<file path="src/rtl/sprite_draw_pkg.sv">
// Shared screen geometry, widths and state/source encodings for the sprite draw engine.
package sprite_draw_pkg;

  localparam int SCREEN_W     = 320;
  localparam int SCREEN_H     = 240;
  localparam int COLOUR_W_DEF = 9;
  localparam int BG_ADDR_W    = 17;

  typedef enum logic [2:0] {IDLE, SCAN, FLUSH, DONE, HOLD} state_t;
  typedef enum logic {SRC_BG, SRC_CHAR} src_t;

  // px/py are two's complement; the sign bit catches pixels left of / above the screen.
  function automatic logic on_screen(input logic [9:0] px, input logic [8:0] py);
    return !px[9] && !py[8] && (px < 10'(SCREEN_W)) && (py < 9'(SCREEN_H));
  endfunction

endpackage

</file>
<file path="src/rtl/sprite_scan_counter.sv">
// Column/row scan counter over the sprite box, column fastest, with a last-pixel flag.
module sprite_scan_counter #(
  parameter int SPR_W = 16,
  parameter int SPR_H = 16,
  localparam int CW = $clog2(SPR_W),
  localparam int RW = $clog2(SPR_H)
) (
  input  logic          clock,
  input  logic          reset,
  input  logic          clear,
  input  logic          enable,
  output logic [CW-1:0] col,
  output logic [RW-1:0] row,
  output logic          last
);

  // Power-of-two dimensions let both counters wrap naturally.
  always_ff @(posedge clock) begin
    if (reset || clear) begin
      col <= '0;
      row <= '0;
    end else if (enable) begin
      col <= col + 1'b1;
      if (&col) row <= row + 1'b1;
    end
  end

  assign last = (&col) && (&row);

endmodule

</file>
<file path="src/rtl/sprite_draw_engine.sv">
// Scans a sprite box from the background or character ROM and plots it to the VGA adapter.
// Optional transparency is enabled by the SPRITE_TRANSPARENCY_EN macro.
module sprite_draw_engine
  import sprite_draw_pkg::*;
#(
  parameter int          SPR_W       = 16,
  parameter int          SPR_H       = 16,
  parameter int          ANCHOR_X    = 8,
  parameter int          ANCHOR_Y    = 15,
  parameter int          COLOUR_W    = COLOUR_W_DEF,
  parameter int unsigned TRANSPARENT = 'h1FF,
  localparam int SA_W = $clog2(SPR_W * SPR_H)
) (
  input  logic                 clock,
  input  logic                 reset,
  input  logic                 drawBG,
  input  logic                 drawChar,
  input  logic [8:0]           xCoordinate,
  input  logic [7:0]           yCoordinate,
  output logic                 doneBG,
  output logic                 doneChar,
  output logic [BG_ADDR_W-1:0] bg_addr,
  input  logic [COLOUR_W-1:0]  bg_data,
  output logic [SA_W-1:0]      spr_addr,
  input  logic [COLOUR_W-1:0]  spr_data,
  output logic [8:0]           vga_x,
  output logic [7:0]           vga_y,
  output logic [COLOUR_W-1:0]  vga_colour,
  output logic                 plot
);

  localparam int CW = $clog2(SPR_W);
  localparam int RW = $clog2(SPR_H);
  localparam logic [9:0] AX = 10'(ANCHOR_X);
  localparam logic [8:0] AY = 9'(ANCHOR_Y);

  if ((SPR_W & (SPR_W - 1)) != 0 || (SPR_H & (SPR_H - 1)) != 0) begin : g_bad_size
    $error("sprite_draw_engine: SPR_W and SPR_H must be powers of two");
  end
  if (64'(TRANSPARENT) >= (64'd1 << COLOUR_W)) begin : g_bad_transparent
    $error("sprite_draw_engine: TRANSPARENT does not fit in COLOUR_W bits");
  end

  state_t     state;
  src_t       src;
  logic [8:0] anc_x;
  logic [7:0] anc_y;
  logic       flush_cnt;

  logic [CW-1:0] col;
  logic [RW-1:0] row;
  logic          last;

  logic req, start, scanning;
  assign req      = drawBG | drawChar;
  assign start    = (state == IDLE) && req;
  assign scanning = (state == SCAN);

  sprite_scan_counter #(
    .SPR_W (SPR_W),
    .SPR_H (SPR_H)
  ) u_scan (
    .clock  (clock),
    .reset  (reset),
    .clear  (start),
    .enable (scanning),
    .col    (col),
    .row    (row),
    .last   (last)
  );

  logic [9:0] px;
  logic [8:0] py;
  logic       pix_on;
  assign px     = {1'b0, anc_x} - AX + 10'(col);
  assign py     = {1'b0, anc_y} - AY + 9'(row);
  assign pix_on = on_screen(px, py);

  always_ff @(posedge clock) begin
    if (reset) begin
      state     <= IDLE;
      src       <= SRC_BG;
      anc_x     <= '0;
      anc_y     <= '0;
      flush_cnt <= 1'b0;
      doneBG    <= 1'b0;
      doneChar  <= 1'b0;
    end else begin
      doneBG   <= 1'b0;
      doneChar <= 1'b0;
      case (state)
        IDLE: if (req) begin
          anc_x <= xCoordinate;
          anc_y <= yCoordinate;
          src   <= drawBG ? SRC_BG : SRC_CHAR;
          state <= SCAN;
        end
        SCAN: if (last) begin
          flush_cnt <= 1'b0;
          state     <= FLUSH;
        end
        FLUSH: begin
          flush_cnt <= 1'b1;
          if (flush_cnt) state <= DONE;
        end
        DONE: begin
          doneBG   <= (src == SRC_BG);
          doneChar <= (src == SRC_CHAR);
          state    <= HOLD;
        end
        // Mover may still hold its request after done; wait for release.
        HOLD: if (!req) state <= IDLE;
        default: state <= IDLE;
      endcase
    end
  end

  logic       s1_vld, s1_on, s2_vld, s2_on;
  logic [8:0] s1_x, s2_x;
  logic [7:0] s1_y, s2_y;
  logic       hide;

`ifdef SPRITE_TRANSPARENCY_EN
  localparam logic [COLOUR_W-1:0] TRANSP_C = COLOUR_W'(TRANSPARENT);
  assign hide = (src == SRC_CHAR) && (spr_data == TRANSP_C);
`else
  assign hide = 1'b0;
`endif

  // Stage 1 issues the ROM address, stage 2 waits for ROM data, stage 3 registers the plot.
  always_ff @(posedge clock) begin
    if (reset) begin
      bg_addr    <= '0;
      spr_addr   <= '0;
      s1_vld     <= 1'b0;
      s1_on      <= 1'b0;
      s1_x       <= '0;
      s1_y       <= '0;
      s2_vld     <= 1'b0;
      s2_on      <= 1'b0;
      s2_x       <= '0;
      s2_y       <= '0;
      vga_x      <= '0;
      vga_y      <= '0;
      vga_colour <= '0;
      plot       <= 1'b0;
    end else begin
      s1_vld <= scanning;
      if (scanning) begin
        s1_on    <= pix_on;
        s1_x     <= px[8:0];
        s1_y     <= py[7:0];
        bg_addr  <= pix_on ? BG_ADDR_W'(py[7:0]) * BG_ADDR_W'(SCREEN_W) + BG_ADDR_W'(px[8:0])
                           : '0;
        spr_addr <= {row, col};
      end
      s2_vld <= s1_vld;
      s2_on  <= s1_on;
      s2_x   <= s1_x;
      s2_y   <= s1_y;
      plot   <= s2_vld && s2_on && !hide;
      if (s2_vld) begin
        vga_x      <= s2_x;
        vga_y      <= s2_y;
        vga_colour <= (src == SRC_CHAR) ? spr_data : bg_data;
      end
    end
  end

endmodule

</file>
<file path="config.mk">
export PLATFORM = sky130hd
export DESIGN_NAME = sprite_draw_engine
export DESIGN_NICKNAME = d
export VERILOG_FILES = /design/src/rtl/sprite_draw_pkg.sv /design/src/rtl/sprite_scan_counter.sv /design/src/rtl/sprite_draw_engine.sv
export SDC_FILE = /design/constraint.sdc
export NUM_CORES = 1
export LEC_CHECK = 0
export CAP_MARGIN = 5
export CORE_MARGIN = 10
export CORE_UTILIZATION = 48
export CTS_CLUSTER_SIZE = 14
export DETAILED_ROUTE_END_ITERATION = 8
export MAX_ROUTING_LAYER = met4
export PLACE_DENSITY = 0.88
export SYNTH_ARGS = -nofsm -noshare
export SYNTH_HDL_FRONTEND = slang
export SYNTH_SLANG_ARGS = --single-unit
</file>
<file path="constraint.sdc">
create_clock -name clock -period 3.88 [get_ports clock]
set_clock_uncertainty 0.2 [all_clocks]
set_input_delay 1.164 -clock clock [delete_from_list [all_inputs] [get_ports clock]]
set_output_delay 1.164 -clock clock [all_outputs]
set_load 0.01 [all_outputs]
</file>
; Word-level counts from Yosys, hierarchy flattened
; Index checks and enable logic that the tools add are counted.
[op_classes]
add_sub_neg = 7
n_mul = 1
div_mod_pow = 0
n_lt_le_gt_ge = 2
eq_ne = 8
n_shift = 0
n_mux = 10
bitwise_logic = 3
reduce_logical = 18
[ops]
columns = cell, count
row1 = $add A17 B9 Y17, 1
row2 = $mux W17, 1
row3 = $pmux W3 S5, 1
row4 = $mux W3, 4
row5 = $reduce_and A4 Y1, 3
row6 = $mul A8 B3 Y11 const B, 1
row7 = $add A10 B4 Y10, 1
row8 = $lt A10 B9 Y1 const B, 1
row9 = $sub A9 B4 Y10 const B, 1
row10 = $add A9 B4 Y9, 1
row11 = $lt A9 B8 Y1 const B, 1
row12 = $mux W9, 1
row13 = $sub A8 B4 Y9 const B, 1
row14 = $add A4 B1 Y4 const B, 2
row15 = $ne A2 B2 Y1 const B, 4
row16 = $eq A3 B2 Y1 const B, 2
row17 = $logic_and A1 B1 Y1, 6
row18 = $reduce_and A5 Y1, 1
row19 = $reduce_and A2 Y1, 2
row20 = $eq A3 B1 Y1 const B, 1
row21 = $eq A3 B3 Y1 const B, 1
row22 = $logic_not A3 Y1, 1
row23 = $logic_not A1 Y1, 2
row24 = $mux W1, 2
row25 = other kinds (6), 7
[totals]
register_bits = 122
latchBits = 0
ramBits = 0
mem_bits_ro = 0
in_bits = 39
out_inout_bits = 54
wordCells = 72
memories = 0

; Logic depth before layout (Yosys ltp)
[logic_depth]
ltp_word = 7
depth_mapped = 17
mapped_depth_nobuf = 17

; By module
; Synthesis repeated with hierarchy kept, for this count alone.
[unflattened]
hier_cells = 631
area_unflattened_um2 = 5559.1
[modules_own_cells]
columns = mod, n_inst, cells_per_inst, area_per_inst_um2, seq_area_each_um2
row1 = sprite_draw_engine, 1, 593, 5200.0, 2282.2
row2 = sprite_scan_counter, 1, 38, 359.1, 160.2

; Worst setup path after synthesis
; Ideal clock, no wire load.
[synth_path]
kind = register to register
start = register u_scan.row[0]
end = register bg_addr[16]
setup_ns = 0.074
arrival_time_ns = 3.543
required_ns = 3.606
setup_slack_ns = 0.063
stages_incl_launch_ff = 16
n_path_buf = 0
synth_period_minus_slack_ns = 3.817
cell_sequence = dfxtp_1 inv_1 ha_1 fa_1 nor2b_1 o22ai_1 xor2_1 ha_1 ha_1 a211o_1 a211o_1 a221oi_1 nand4_1 o21ai_0 mux2i_1 o21ai_0
[synth_between]
elab_cells_between_ends = 9
cone_classes = 2 x add/sub / 1 x mul / 1 x order compare / 1 x mux / 4 x reduce/logical
[synth_rtl]
columns = element, line
row1 = start: declaration, sprite_scan_counter.sv:13  ; output logic [RW-1:0] row,
row2 = start signal: assignment, sprite_scan_counter.sv:24  ; if (&col) row <= row + 1'b1;
row3 = $add A9 B4 Y9 (*), sprite_draw_engine.sv:76  ; assign py = {1'b0, anc_y} - AY + 9'(row);
row4 = named net py[4], sprite_draw_engine.sv:73  ; logic [8:0] py;
row5 = $mul A8 B3 Y11 / $lt A9 B8 Y1 (equally long branches), "sprite_draw_engine.sv:153, sprite_draw_pkg.sv:14"
row6 = $add A17 B9 Y17 / $logic_and A1 B1 Y1 (equally long branches), "sprite_draw_engine.sv:153, sprite_draw_pkg.sv:14"
row7 = $mux W17 (*), sprite_draw_engine.sv:153  ; bg_addr <= pix_on ? BG_ADDR_W'(py[7:0]) * BG_ADDR_W'(SCREEN_W) + BG_ADDR_W'(px[8:0])
row8 = end signal: assignment, sprite_draw_engine.sv:153
row9 = end: declaration, sprite_draw_engine.sv:22  ; output logic [BG_ADDR_W-1:0] bg_addr,
; Mark *: on every way through the listed nets, which the timed path passes. The rest lies on a longest branch.
; A chain may end at the register's enable or synchronous reset.

; Worst setup path after layout
[layout_path]
start = register anc_y[0]
end = register bg_addr[15]
[layout_between]
elab_cells_between_ends = 10
cone_classes = 3 x add/sub / 1 x mul / 1 x order compare / 1 x mux / 4 x reduce/logical
[layout_rtl]
columns = element, line
row1 = start: declaration, sprite_draw_engine.sv:47  ; logic [7:0] anc_y;
row2 = start signal: assignment, sprite_draw_engine.sv:94  ; anc_y <= yCoordinate;
row3 = $sub A8 B4 Y9 (*), sprite_draw_engine.sv:76
row4 = $add A9 B4 Y9 (*), sprite_draw_engine.sv:76
row5 = named net py[4], sprite_draw_engine.sv:73
row6 = $mul A8 B3 Y11 / $lt A9 B8 Y1 (equally long branches), "sprite_draw_engine.sv:153, sprite_draw_pkg.sv:14"
row7 = $add A17 B9 Y17 / $logic_and A1 B1 Y1 (equally long branches), "sprite_draw_engine.sv:153, sprite_draw_pkg.sv:14"
row8 = $mux W17 (*), sprite_draw_engine.sv:153
; Marked as above.

==> flow_summary_export.csv <==
group,metric,value,unit
synth,synth_async_sr_flop_share,0,
timing,whs,221,ps
layout,instances_no_fill,908,
power_and_ir_drop,clkPwrFrac,0.446,
synth,avgSynthCellArea,8.73,um2
floorplanning,core,11500,um2
worst_setup_path,timing.rr.end,"bg_addr[15]",
power_and_ir_drop,p_leak,2.89,nW
synth,synthesis.area,5660,um2
drt,drc,0,
synth,synthSimpleGateAreaFrac,0.206,
global_routing,grt_use_met2,0.276,
layout,multiInputGateArea,3030,um2
synth,synth-seq-cells,122,
power_and_ir_drop,power_density,496,nW/um2
clocking,cts_tree,"yes",
layout,drive_gt1_frac,0.128,
floorplanning,die_area,16500,um2
clocking,clockBufferDepth,2,
synth,synthTopCellsByArea,"dfxtp_1 43%, ha_1 6.9%, nand2_1 6.6%",
power_and_ir_drop,power,0.00375,W
synth,synth_xor_area_frac,0.0372,
run,cap_viol_max_count,0,
drt,num_vias,4812,
drt,dr.first_iter.drc_count,356,
placement,dp_cells,872,
placement,gp_congestion,0.915,
layout,n_antenna_cell,0,
synth,synth_fa_ha_area_frac,0.0827,
worst_setup_path,worst_r2r_path_depth,15,
global_routing,top_usage_layer,"met2",
worst_setup_path,criticalPathCategory,"flop to flop",
power_and_ir_drop,pwr-share-seq,0.360,
layout,fin_nets,826,
power_and_ir_drop,combPwrFrac,0.193,
synth,syn-num-nets,722,
drt,drt_pass1_iterations,5,
hold_path,worstHoldStart,"s2_on",
hold_path,worstHoldPathType,"flop to flop",
synth,netlist.top_cell.by_area,"dfxtp_1",
worst_setup_path,critPathArrivalTime,3910,ps
layout,seq_area,2450,um2
timing,rsz0062_at_grt,"true",
worst_setup_path,cp_top_family,"compound AO/OA/AOI/OAI gates",
worst_setup_path,critPathBufInv,2,
layout,area_growth,33.4,%
synth,synth_top_area_frac,0.432,
global_routing,first_global_vias,4745,
global_routing,grt_usage,0.174,
global_routing,antenna_found_initial,0,
synth,synth_edf_count,0,
clocking,ctsHoldBuffers,0,
timing,worst_pin_slew,794,ps
worst_setup_path,rr_startpoint,"anc_y[0]",
synth,yosys_warnings,0,
timing,max_freq,264,MHz
drt,viasPerCell,5.30,
worst_setup_path,cp-start-kind,"flop",
power_and_ir_drop,switching_share,0.269,
synth,ys.flop_type,"dfxtp_1",
clocking,cts.sinks,122,
synth,synth_top_family_by_area,"simple AND/OR/NAND/NOR gates",
timing,setup_viol,0,
floorplanning,rows,39,
placement,port_buffers,92,
synth,synth-compound-area-share,0.147,
worst_setup_path,startpoint,"anc_y[0]",
worst_setup_path,required,4000,ps
worst_setup_path,crit_fanout,3,
drt,totalWireLength,14200,um
run_status,status,"finished, final reports clean",
clocking,cts_buffers,17,
synth,ys_seq_area_frac,0.432,
global_routing,grt_pass1_wl,23000,um
worst_setup_path,max_stage_delay,390,ps
worst_setup_path,crit_end,"bg_addr[15]",
global_routing,use_met1,0.207,
timing,slew_violations,0,
synth,postSynthCellCount,648,
power_and_ir_drop,intPower,0.00274,W
floorplanning,fp.dieW,129,um
clocking,clock_latency,420,ps
floorplanning,dieHeight,129,um
layout,nFillCells,880,
drt,ant_nets,0,
power_and_ir_drop,power.switching,0.00101,W
global_routing,use_met3,0.0480,
timing,hold_viol_final,0,
floorplanning,ioPinCount,93,
global_routing,grt_max_degree,44,
timing,min_period,3790,ps
worst_setup_path,r2r_setup_slack,90,ps
synth,netlist-cell-type-count,57,
drt,wire_per_inst,15.6,um
power_and_ir_drop,ir_worst_vdd,0.316,mV
clocking,htree_num_levels,4,
worst_setup_path,worstSetupEndpointType,"flop",
timing,slew_headroom,0.470,
global_routing,overflow,0,
worst_setup_path,path_cells,"inv_1, ha_4, fa_2, nor2b_4, o22ai_1, xor2_1, ha_1, ha_1, a211o_1, a211o_1, a221oi_2, buf_4, nand3_1, xnor2_1, o21ai_0",
timing,finalCritPeriodShare,0.978,
worst_setup_path,path_depth,15,
layout,finish.utilization,0.658,
clocking,cts-root-buf,"clkbuf_16",
clocking,path_clk_slew,60,ps
synth,synthMuxAreaShare,0.0496,
worst_setup_path,crit_slowest_cell,"fa_2",
placement,hpwl,10200,um
floorplanning,start_util,0.493,
-- power groups by stage --
stage	clock network [W]	logic, W	registers (W)
floorplan	0	0.000473	0.00137
global placement	0	0.000660	0.00137
detailed placement	0	0.000673	0.00137
CTS	0.00168	0.000682	0.00135
global route	0.00175	0.000798	0.00136
finish	0.00167	0.000724	0.00135
-- logic make-up (layout without fill, tap and decap cells) --
group           after synthesis  after routing
simple gates                245            245
compound gates              130            130
flops                       122            122
buf+inv                      64            181
fa+ha+maj                    35             35
mux                          28             28
xor+xnor                     24             24
-- cell usage in the layout (no fill, tap or decap), types with 4 or more instances in the layout --
cell type / n
nand3_2: 7
buf_4: 28
a21oi_2: 9
nor2b_1: 23
bufinv_16: 4
a211oi_1: 15
dfxtp_1: 119
clkinv_4: 4
nand3_1: 12
nand2_1: 100
o21ai_0: 15
xnor2_1: 11
inv_1: 28
o21a_1: 4
nand2b_1: 5
mux2i_1: 28
nor3_1: 12
nor2_1: 61
clkdlybuf4s50_1: 91
a21oi_1: 58
clkbuf_16: 17
xor2_1: 11
ha_1: 29
-- layout make-up --
type / count / share of cell area
clock buffers: 18 / 0.0582
clock inverters: 14 / 0.0260
inverters: 29 / 0.0144
multi-input cells: 462 / 0.402
flip-flops and latches: 122 / 0.324
well taps: 143 / 0.0237
repair buffers: 120 / 0.151
-- worst min-delay path, cell delays in order, from the launching register on --
cell and delay (ps):
dfxtp_1 300, nand2_1 50, nor2_1 30
-- synth_stat cells, types with 3 or more instances --
| cell | count |
|---|---|
| dfxtp_1 | 122 |
| mux2i_1 | 28 |
| nand3_2 | 7 |
| a211oi_1 | 15 |
| buf_1 | 4 |
| a21oi_1 | 60 |
| o21a_1 | 4 |
| xor2_1 | 12 |
| nand2b_1 | 5 |
| a21oi_2 | 7 |
| nand2_1 | 100 |
| nor3_1 | 13 |
| fa_1 | 4 |
| clkbuf_1 | 26 |
| nand3_1 | 12 |
| ha_1 | 31 |
| xnor2_1 | 12 |
| nor3b_1 | 3 |
| buf_2 | 3 |
| o21ai_0 | 18 |
| inv_1 | 29 |
| nor2_1 | 61 |
| nor2b_1 | 24 |
-- flip-flops by register name, summed over array words and instances (netlist names), 3 cells and up --
| register | count |
|---|---|
| bg_addr | 17 |
| anc_x | 9 |
| s1_x | 9 |
| s2_x | 9 |
| vga_colour | 9 |
| vga_x | 9 |
| anc_y | 8 |
| s1_y | 8 |
| s2_y | 8 |
| spr_addr | 8 |
| vga_y | 8 |
| u_scan.col | 4 |
| u_scan.row | 4 |
| state | 3 |
-- worst min-delay path by stage --
stage,end,slack (ps),cells past startpoint
6_report,plot,220,2
5_1_grt,plot,250,2
3_3_place_gp,plot,210,2
4_1_cts,plot,220,2
3_5_place_dp,plot,220,2
2_1_floorplan,plot,200,2
-- per-layer routing --
metal	part of all wire	vias up
met5	0	-
met4	0.020	0
met3	0.067	26
met2	0.47	133
met1	0.44	2245
li1	-	2408
-- stage by stage --
stage / setup WS (ps) / instance area, um2 / TNS [ps]
after detailed placement: -17.6 / 6800 / -17.6
final: 85.5 / 7540 / 0
after CTS: 19.1 / 7440 / 0
after global placement: 115 / 6800 / 0
after floorplan: 62.8 / 5660 / 0
after global routing: -87.0 / 7540 / -179
-- repair_timing --
| item | in CTS | in global routing |
|---|---|---|
| setup endpoints to repair | 1 | 4 |
| setup buffers | 0 | 4 |
| pin swaps | 0 | 7 |
| resized for setup | 3 | 17 |
Note: power is estimated with default switching activity, not from simulation.
